### config.mk
export PLATFORM = sky130hd
export DESIGN_NAME = imem_arbiter
export DESIGN_NICKNAME = d
export VERILOG_FILES = /design/src/rtl/imem_arb_pkg.sv /design/src/rtl/imem_addr_check.sv /design/src/rtl/imem_arbiter.sv
export SDC_FILE = /design/constraint.sdc
export NUM_CORES = 1
export LEC_CHECK = 0
export CAP_MARGIN = 20
export CORE_ASPECT_RATIO = 0.8
export CORE_MARGIN = 5
export CORE_UTILIZATION = 27
export DETAILED_ROUTE_END_ITERATION = 6
export HOLD_SLACK_MARGIN = 0.05
export MAX_ROUTING_LAYER = met4
export PLACE_DENSITY = 0.77
export SLEW_MARGIN = 40
export SYNTH_ARGS = -nofsm -noshare
export SYNTH_HDL_FRONTEND = slang
export SYNTH_SLANG_ARGS = --single-unit
export TNS_END_PERCENT = 10
### constraint.sdc
create_clock -name clk -period 2.1 [get_ports clk]
set_input_delay 0.525 -clock clk [delete_from_list [all_inputs] [get_ports clk]]
set_output_delay 0.525 -clock clk [all_outputs]
set_load 0.02 [all_outputs]
### src/rtl/imem_arb_pkg.sv
`default_nettype none
// ============================================================================
// Module      : imem_arb_pkg
// Description : Shared types and reset constants for the instruction-memory
//               arbiter: sequencer state, response owner, reset values and a
//               helper that selects the word returned to the requester.
// Revision    : 1.0 - initial release
// ============================================================================
package imem_arb_pkg;

    // Sequencer state. IDLE is the only state in which a request can be taken.
    typedef enum logic [1:0] {
        IDLE   = 2'd0,
        ACCESS = 2'd1,
        RESP   = 2'd2
    } arb_state_t;

    // Which requester the current transaction belongs to.
    typedef enum logic {
        FETCH = 1'b0,
        LOAD  = 1'b1
    } arb_owner_t;

    localparam arb_state_t  c_rst_state = IDLE;
    localparam arb_owner_t  c_rst_owner = FETCH;
    localparam logic [31:0] c_rst_data  = 32'd0;

    // Writes and rejected accesses carry no data back; only legal reads
    // return what the memory produced.
    function automatic logic [31:0] resp_word(input logic        is_read,
                                              input logic [31:0] rdata);
        return is_read ? rdata : 32'd0;
    endfunction

endpackage : imem_arb_pkg
`default_nettype wire

### src/rtl/imem_addr_check.sv
`default_nettype none
// ============================================================================
// Module      : imem_addr_check
// Description : Combinational legality check of a byte address against a
//               word memory of 2^DEPTH_LOG2 words. Produces the word index and
//               an error bit (misaligned or beyond the array).
// Ports       : i_addr  in  32          byte address
//               o_idx   out DEPTH_LOG2  word index (addr[DEPTH_LOG2+1:2])
//               o_err   out 1           address is not a legal word address
// Revision    : 1.0 - initial release
// ============================================================================
module imem_addr_check
    import imem_arb_pkg::*;
#(
    parameter int DEPTH_LOG2 = 8
) (
    input  logic [31:0]           i_addr,
    output logic [DEPTH_LOG2-1:0] o_idx,
    output logic                  o_err
);

    logic w_misaligned;
    logic w_out_of_range;

    assign o_idx        = i_addr[DEPTH_LOG2+1:2];
    assign w_misaligned = |i_addr[1:0];

    // With a 2^30-word array every aligned address is in range, and the
    // upper-bit slice would be empty.
    generate
        if (DEPTH_LOG2 < 30) begin : g_range
            assign w_out_of_range = |i_addr[31:DEPTH_LOG2+2];
        end else begin : g_full_range
            assign w_out_of_range = 1'b0;
        end
    endgenerate

    assign o_err = w_misaligned | w_out_of_range;

endmodule : imem_addr_check
`default_nettype wire

### src/rtl/imem_arbiter.sv
`default_nettype none
// ============================================================================
// Module      : imem_arbiter
// Description : Single-port arbiter and access sequencer for the instruction
//               memory. The CPU fetch port (read-only) and the loader/debug
//               port (read/write) share one synchronous-read word memory.
//               Each accepted request runs IDLE -> ACCESS -> RESP, and the
//               response is held until its owner accepts it.
// Ports       : clk, rst_n                 clock, async active-low reset
//               f_req_valid/addr/ready     fetch request channel
//               f_rsp_valid/data/err/ready fetch response channel
//               l_req_valid/we/addr/wdata/ready  loader request channel
//               l_rsp_valid/data/err/ready loader response channel
//               mem_en/we/idx/wdata        memory strobe, write, index, data
//               mem_rdata                  memory read data (cycle after en)
// Build macro : IMEM_ARB_FAIRNESS_EN - when defined, fetch is granted after
//               FAIR_LIMIT consecutive loader grants taken while fetch waited.
//               When undefined the loader has strict priority.
// Revision    : 1.0 - initial release
// ============================================================================
module imem_arbiter
    import imem_arb_pkg::*;
#(
    parameter int DEPTH_LOG2 = 8,
    parameter int FAIR_LIMIT = 4
) (
    input  logic                  clk,
    input  logic                  rst_n,
    // fetch requester
    input  logic                  f_req_valid,
    input  logic [31:0]           f_req_addr,
    output logic                  f_req_ready,
    output logic                  f_rsp_valid,
    output logic [31:0]           f_rsp_data,
    output logic                  f_rsp_err,
    input  logic                  f_rsp_ready,
    // loader / debug requester
    input  logic                  l_req_valid,
    input  logic                  l_req_we,
    input  logic [31:0]           l_req_addr,
    input  logic [31:0]           l_req_wdata,
    output logic                  l_req_ready,
    output logic                  l_rsp_valid,
    output logic                  l_rsp_err,
    output logic [31:0]           l_rsp_data,
    input  logic                  l_rsp_ready,
    // memory array
    output logic                  mem_en,
    output logic                  mem_we,
    output logic [DEPTH_LOG2-1:0] mem_idx,
    output logic [31:0]           mem_wdata,
    input  logic [31:0]           mem_rdata
);

    arb_state_t r_state;
    arb_state_t w_state_next;
    arb_owner_t r_owner;
    logic       r_we;          // transaction was a loader write
    logic       r_err;         // transaction address was illegal
    logic [31:0] r_rsp_data;

    logic        w_in_idle;
    logic        w_fair_turn;
    logic        w_grant_l;
    logic        w_grant_f;
    logic        w_accept;
    logic [31:0] w_sel_addr;
    logic [DEPTH_LOG2-1:0] w_idx;
    logic        w_addr_err;
    logic        w_owner_rsp_ready;

    // ------------------------------------------------------------------
    // Fairness counter
    // ------------------------------------------------------------------
`ifdef IMEM_ARB_FAIRNESS_EN
    localparam int c_cnt_w = (FAIR_LIMIT > 0) ? $clog2(FAIR_LIMIT + 1) : 1;
    localparam logic [c_cnt_w-1:0] c_fair_max = c_cnt_w'(FAIR_LIMIT);

    logic [c_cnt_w-1:0] r_fair_cnt;

    assign w_fair_turn = (r_fair_cnt == c_fair_max);

    // Counts loader grants that made a waiting fetch lose. Once at the limit
    // the next contested grant goes to fetch and clears it; an uncontested
    // loader grant at the limit leaves it there, so it saturates naturally.
    always_ff @(posedge clk or negedge rst_n) begin
        if (!rst_n) begin
            r_fair_cnt <= '0;
        end else if (w_grant_f) begin
            r_fair_cnt <= '0;
        end else if (w_grant_l && f_req_valid && !w_fair_turn) begin
            r_fair_cnt <= r_fair_cnt + 1'b1;
        end
    end
`else
    logic w_unused_fair_limit;

    assign w_fair_turn         = 1'b0;
    assign w_unused_fair_limit = (FAIR_LIMIT < 0);
`endif

    // ------------------------------------------------------------------
    // Grant and address path
    // ------------------------------------------------------------------
    // Gated with rst_n so both readies fall the instant reset asserts, even
    // while requesters hold valid high.
    assign w_in_idle  = (r_state == IDLE) && rst_n;
    assign w_grant_l  = w_in_idle && l_req_valid && !(w_fair_turn && f_req_valid);
    assign w_grant_f  = w_in_idle && f_req_valid && !w_grant_l;
    assign w_accept   = w_grant_l || w_grant_f;
    assign w_sel_addr = w_grant_l ? l_req_addr : f_req_addr;

    imem_addr_check #(
        .DEPTH_LOG2 (DEPTH_LOG2)
    ) u_addr_check (
        .i_addr (w_sel_addr),
        .o_idx  (w_idx),
        .o_err  (w_addr_err)
    );

    assign w_owner_rsp_ready = (r_owner == LOAD) ? l_rsp_ready : f_rsp_ready;

    // ------------------------------------------------------------------
    // Sequencer: state register
    // ------------------------------------------------------------------
    always_ff @(posedge clk or negedge rst_n) begin
        if (!rst_n) begin
            r_state <= c_rst_state;
        end else begin
            r_state <= w_state_next;
        end
    end

    // ------------------------------------------------------------------
    // Sequencer: next state and outputs
    // ------------------------------------------------------------------
    always_comb begin
        w_state_next = r_state;
        f_req_ready  = 1'b0;
        l_req_ready  = 1'b0;
        mem_en       = 1'b0;
        mem_we       = 1'b0;
        mem_idx      = '0;
        mem_wdata    = 32'd0;
        f_rsp_valid  = 1'b0;
        f_rsp_data   = 32'd0;
        f_rsp_err    = 1'b0;
        l_rsp_valid  = 1'b0;
        l_rsp_data   = 32'd0;
        l_rsp_err    = 1'b0;

        case (r_state)
            IDLE: begin
                f_req_ready = w_grant_f;
                l_req_ready = w_grant_l;
                // Illegal addresses never reach the array; the error is
                // latched and reported in the response instead.
                if (w_accept && !w_addr_err) begin
                    mem_en  = 1'b1;
                    mem_idx = w_idx;
                    if (w_grant_l && l_req_we) begin
                        mem_we    = 1'b1;
                        mem_wdata = l_req_wdata;
                    end
                end
                if (w_accept) begin
                    w_state_next = ACCESS;
                end
            end

            ACCESS: begin
                w_state_next = RESP;
            end

            RESP: begin
                if (r_owner == LOAD) begin
                    l_rsp_valid = 1'b1;
                    l_rsp_data  = r_rsp_data;
                    l_rsp_err   = r_err;
                end else begin
                    f_rsp_valid = 1'b1;
                    f_rsp_data  = r_rsp_data;
                    f_rsp_err   = r_err;
                end
                if (w_owner_rsp_ready) begin
                    w_state_next = IDLE;
                end
            end

            default: begin
                w_state_next = IDLE;
            end
        endcase
    end

    // ------------------------------------------------------------------
    // Transaction context and response register
    // ------------------------------------------------------------------
    always_ff @(posedge clk or negedge rst_n) begin
        if (!rst_n) begin
            r_owner    <= c_rst_owner;
            r_we       <= 1'b0;
            r_err      <= 1'b0;
            r_rsp_data <= c_rst_data;
        end else begin
            if (w_accept) begin
                r_owner <= w_grant_l ? LOAD : FETCH;
                r_we    <= w_grant_l && l_req_we;
                r_err   <= w_addr_err;
            end
            // Read data from the array is valid during ACCESS.
            if (r_state == ACCESS) begin
                r_rsp_data <= resp_word(!r_we && !r_err, mem_rdata);
            end
        end
    end

endmodule : imem_arbiter
`default_nettype wire
==> qor.yml <==
floorplan:
  io_pins: 247
  start_util_pct: 27.8
  die_h_um: 96.9
  core_area_mm2: 0.00915
  dieWidth_um: 119
  rows: 31
  die-area_mm2: 0.0115
synthesis:
  netlist_area_mm2: 0.00255
  avgSynthCellArea_um2: 10.3
  netlist_instances: 248
  muxShareOfSynthArea_pct: 3.58
  synthAdderAreaFrac_pct: 0
  ys_ff_latch: 37
  synth_top_family_by_area: "simple AND/OR/NAND/NOR gates"
  yosysSeqAreaShare_pct: 36.3
  synth_nets: 383
  synth-compound-area-share_pct: 12.4
  yosys.area_share.xor_xnor_pct: 0
  yosys_warnings: 0
  synth_simple_gate_area_share_pct: 42.4
  synthDistinctLibCells: 26
sta:
  rsz0062_at_grt: "yes"
  worst_pin_slew_ns: 0.466
  period_share_pct: 123
  drv_slew: 0
  post-route-min-period_ns: 2.57
  clock_skew_ns: 0.00283
  finalHoldViolations: 0
  clock.fmax_mhz: 389
  setup_slack_ns: -0.473
  slew_headroom_pct: 68.9
  finalSetupViolCount: 42
grt:
  grt-ovfl-total: 0
  antenna_found_initial: 0
  first_global_vias: 3155
  track_usage_pct: 19.9
  grt_pass1_wl_mm: 17.9
  grt_max_degree: 38
route:
  finalWirelength_mm: 11.7
  wl_per_cell_um: 18.9
  via_per_inst: 4.65
  drt_iter0_drc: 61
  drtPass1Iterations: 4
  remaining_drc_errors: 0
  via_count: 2879
  antenna_left: 0
clock_tree:
  clk_latency_ns: 0.27
  cts_sinks: 37
  cts_buffers: 5
  cts_max_level: 2
  clk_pin_slew_ns: 0.05
  clock_tree.buffer_depth: 2
  cts_root_buffer: "clkbuf_16"
  cts_tree: "done"
placement:
  portBuffers: 246
  dpl.hpwl_mm: 9.53
  dp.cells: 609
  gp_routability_congestion: 0.862
power_and_ir_drop:
  leakage_nw: 2.80
  p_per_area_mw_per_mm2: 447
  max-vdd-ir-drop_v: 0.000301
  p_total_mw: 2.47
setup_path:
  crit_path_end_kind: "primary output"
  start_kind: "input port"
  rr_worst_depth: 5
  path_class: "input port to primary output"
  r2r-start: "r_state[1]"
  cp_data_arrival_time_ns: 2.05
  crit_slowest_cell: "o22a_4"
  max_stage_delay_ns: 0.32
  crit_required_ns: 1.57
  regToRegEndpoint: "r_rsp_data[14]"
  crit_fanout: 7
  rrSetupSlack_ns: 0.62
  crit_chain: "clkdlybuf4s15_1, nor4_2, nand3_1, o22a_4, clkbuf_16, nor3b_4, buf_6"
finish:
  drive_gt1_share_pct: 47.0
  diodes: 0
  n_fill_cell: 794
  stdcell_count: 619
  final_core_util_pct: 60.3
  nets: 639
  syn_to_final_growth_pct: 117
min_path:
  hp-class: "input port to async pin"
status:
  violations: "setup timing"
  outcome: "finished, violations left"
run:
  cap_viol_max_count: 0
[worst max-delay path by stage]
| stage | from | to |
|---|---|---|
| global route | l_req_addr[27] | mem_wdata[21] |
| detailed placement | f_req_addr[13] | mem_wdata[21] |
| finish | l_req_addr[27] | mem_wdata[21] |
| global placement | f_req_addr[13] | mem_wdata[17] |
| floorplan | f_req_addr[14] | mem_wdata[10] |
| CTS | f_req_addr[20] | mem_wdata[21] |
[power by group]
part / internal [mW] / total (mW) / switching (mW)
Clock: 0.465 / 0.718 / 0.253
Combinational: 0.460 / 0.958 / 0.497
Sequential: 0.749 / 0.790 / 0.0419
Total: 1.67 / 2.47 / 0.792
[synth_stat cells]
cell type,n,area share [%]
nor2b_1,1,0.25
nand4_1,2,0.49
nand2b_1,2,0.49
clkbuf_1,11,1.6
o22a_1,2,0.69
dfrtp_1,37,36
nand3_1,2,0.39
mux2i_1,8,3.1
and2_2,1,0.29
nand2_2,1,0.25
nor3_1,1,0.20
nand2_1,3,0.44
nor4_1,10,2.5
and2_1,67,16
a22o_1,32,11
nor2_1,8,1.2
nor4b_1,1,0.34
a21o_1,1,0.29
nor3b_1,3,0.88
nor3_2,9,3.5
buf_6,5,2.2
inv_1,1,0.15
o21ai_0,2,0.39
nor3b_2,30,15
mux2_2,1,0.44
buf_2,7,1.4
[kinds of logic after synthesis]
family / Yosys count
and+or+nand+nor: 141
AOI/OAI and AO/OA: 37
DFF: 37
buffers and inverters: 24
muxes: 9
[state kept, by name, summed over array words and instances, names as in the netlist]
register and count:
r_rsp_data 32, r_we 1, r_state 2, r_owner 1, r_err 1
[layout make-up]
cell class	count	area [um2]	area share [%]
multi-input cells	187	1920	34.9
repair buffers	272	2380	43.1
inverters	1	3.75	0.0680
clock buffers	7	143	2.58
flip-flops and latches	37	926	16.8
well taps	115	144	2.61
[worst max-delay path, delay by kind of cell]
kind            cells  cell delay, ns
simple gates        3            0.63
compound gates      1            0.32
buf+inv             3            0.55
[metal layers]
metal / share of wire, % / wire [um] / up-vias / track usage (%)
li1: - / - / 1393 / -
met1: 40 / 4650 / 1360 / 23.0
met2: 53 / 6240 / 110 / 35.7
met3: 5.7 / 667 / 16 / 4.49
met4: 1.5 / 173 / 0 / 3.47
met5: 0 / 0 / - / -
[stage by stage]
step	cell area, um2	hold slack (ns)	TNS (ns)	setup WS [ns]
floorplan	2900	0.229	-2.80	-0.0794
global placement	5610	0.497	-63.38	-1.38
detailed placement	5610	0.502	-66.29	-1.42
CTS	5570	0.413	-14.53	-0.390
global route	5520	0.452	-20.42	-0.542
finish	5520	0.402	-17.08	-0.473
[cell usage in the layout (no fill, tap or decap), types with 5 or more instances in the layout]
master,count
nor3_4,9
dlygate4sd2_1,9
buf_2,85
clkdlybuf4s15_1,12
clkdlybuf4s50_1,83
buf_6,46
buf_4,19
buf_12,7
nor3b_4,30
dfrtp_1,37
nor4_4,6
and2_1,67
clkbuf_2,5
mux2i_1,8
clkbuf_16,6
a22o_1,32
[repair_timing]
action	CTS	global route
resized for setup	659	26
endpoints found under the setup margin	113	84
setup buffers	1	0
endpoints found under the hold margin	0	0
pin swaps	17	7
hold buffers	0	0
cloned	1	1
No activity file was read; power rests on OpenSTA's default activity.
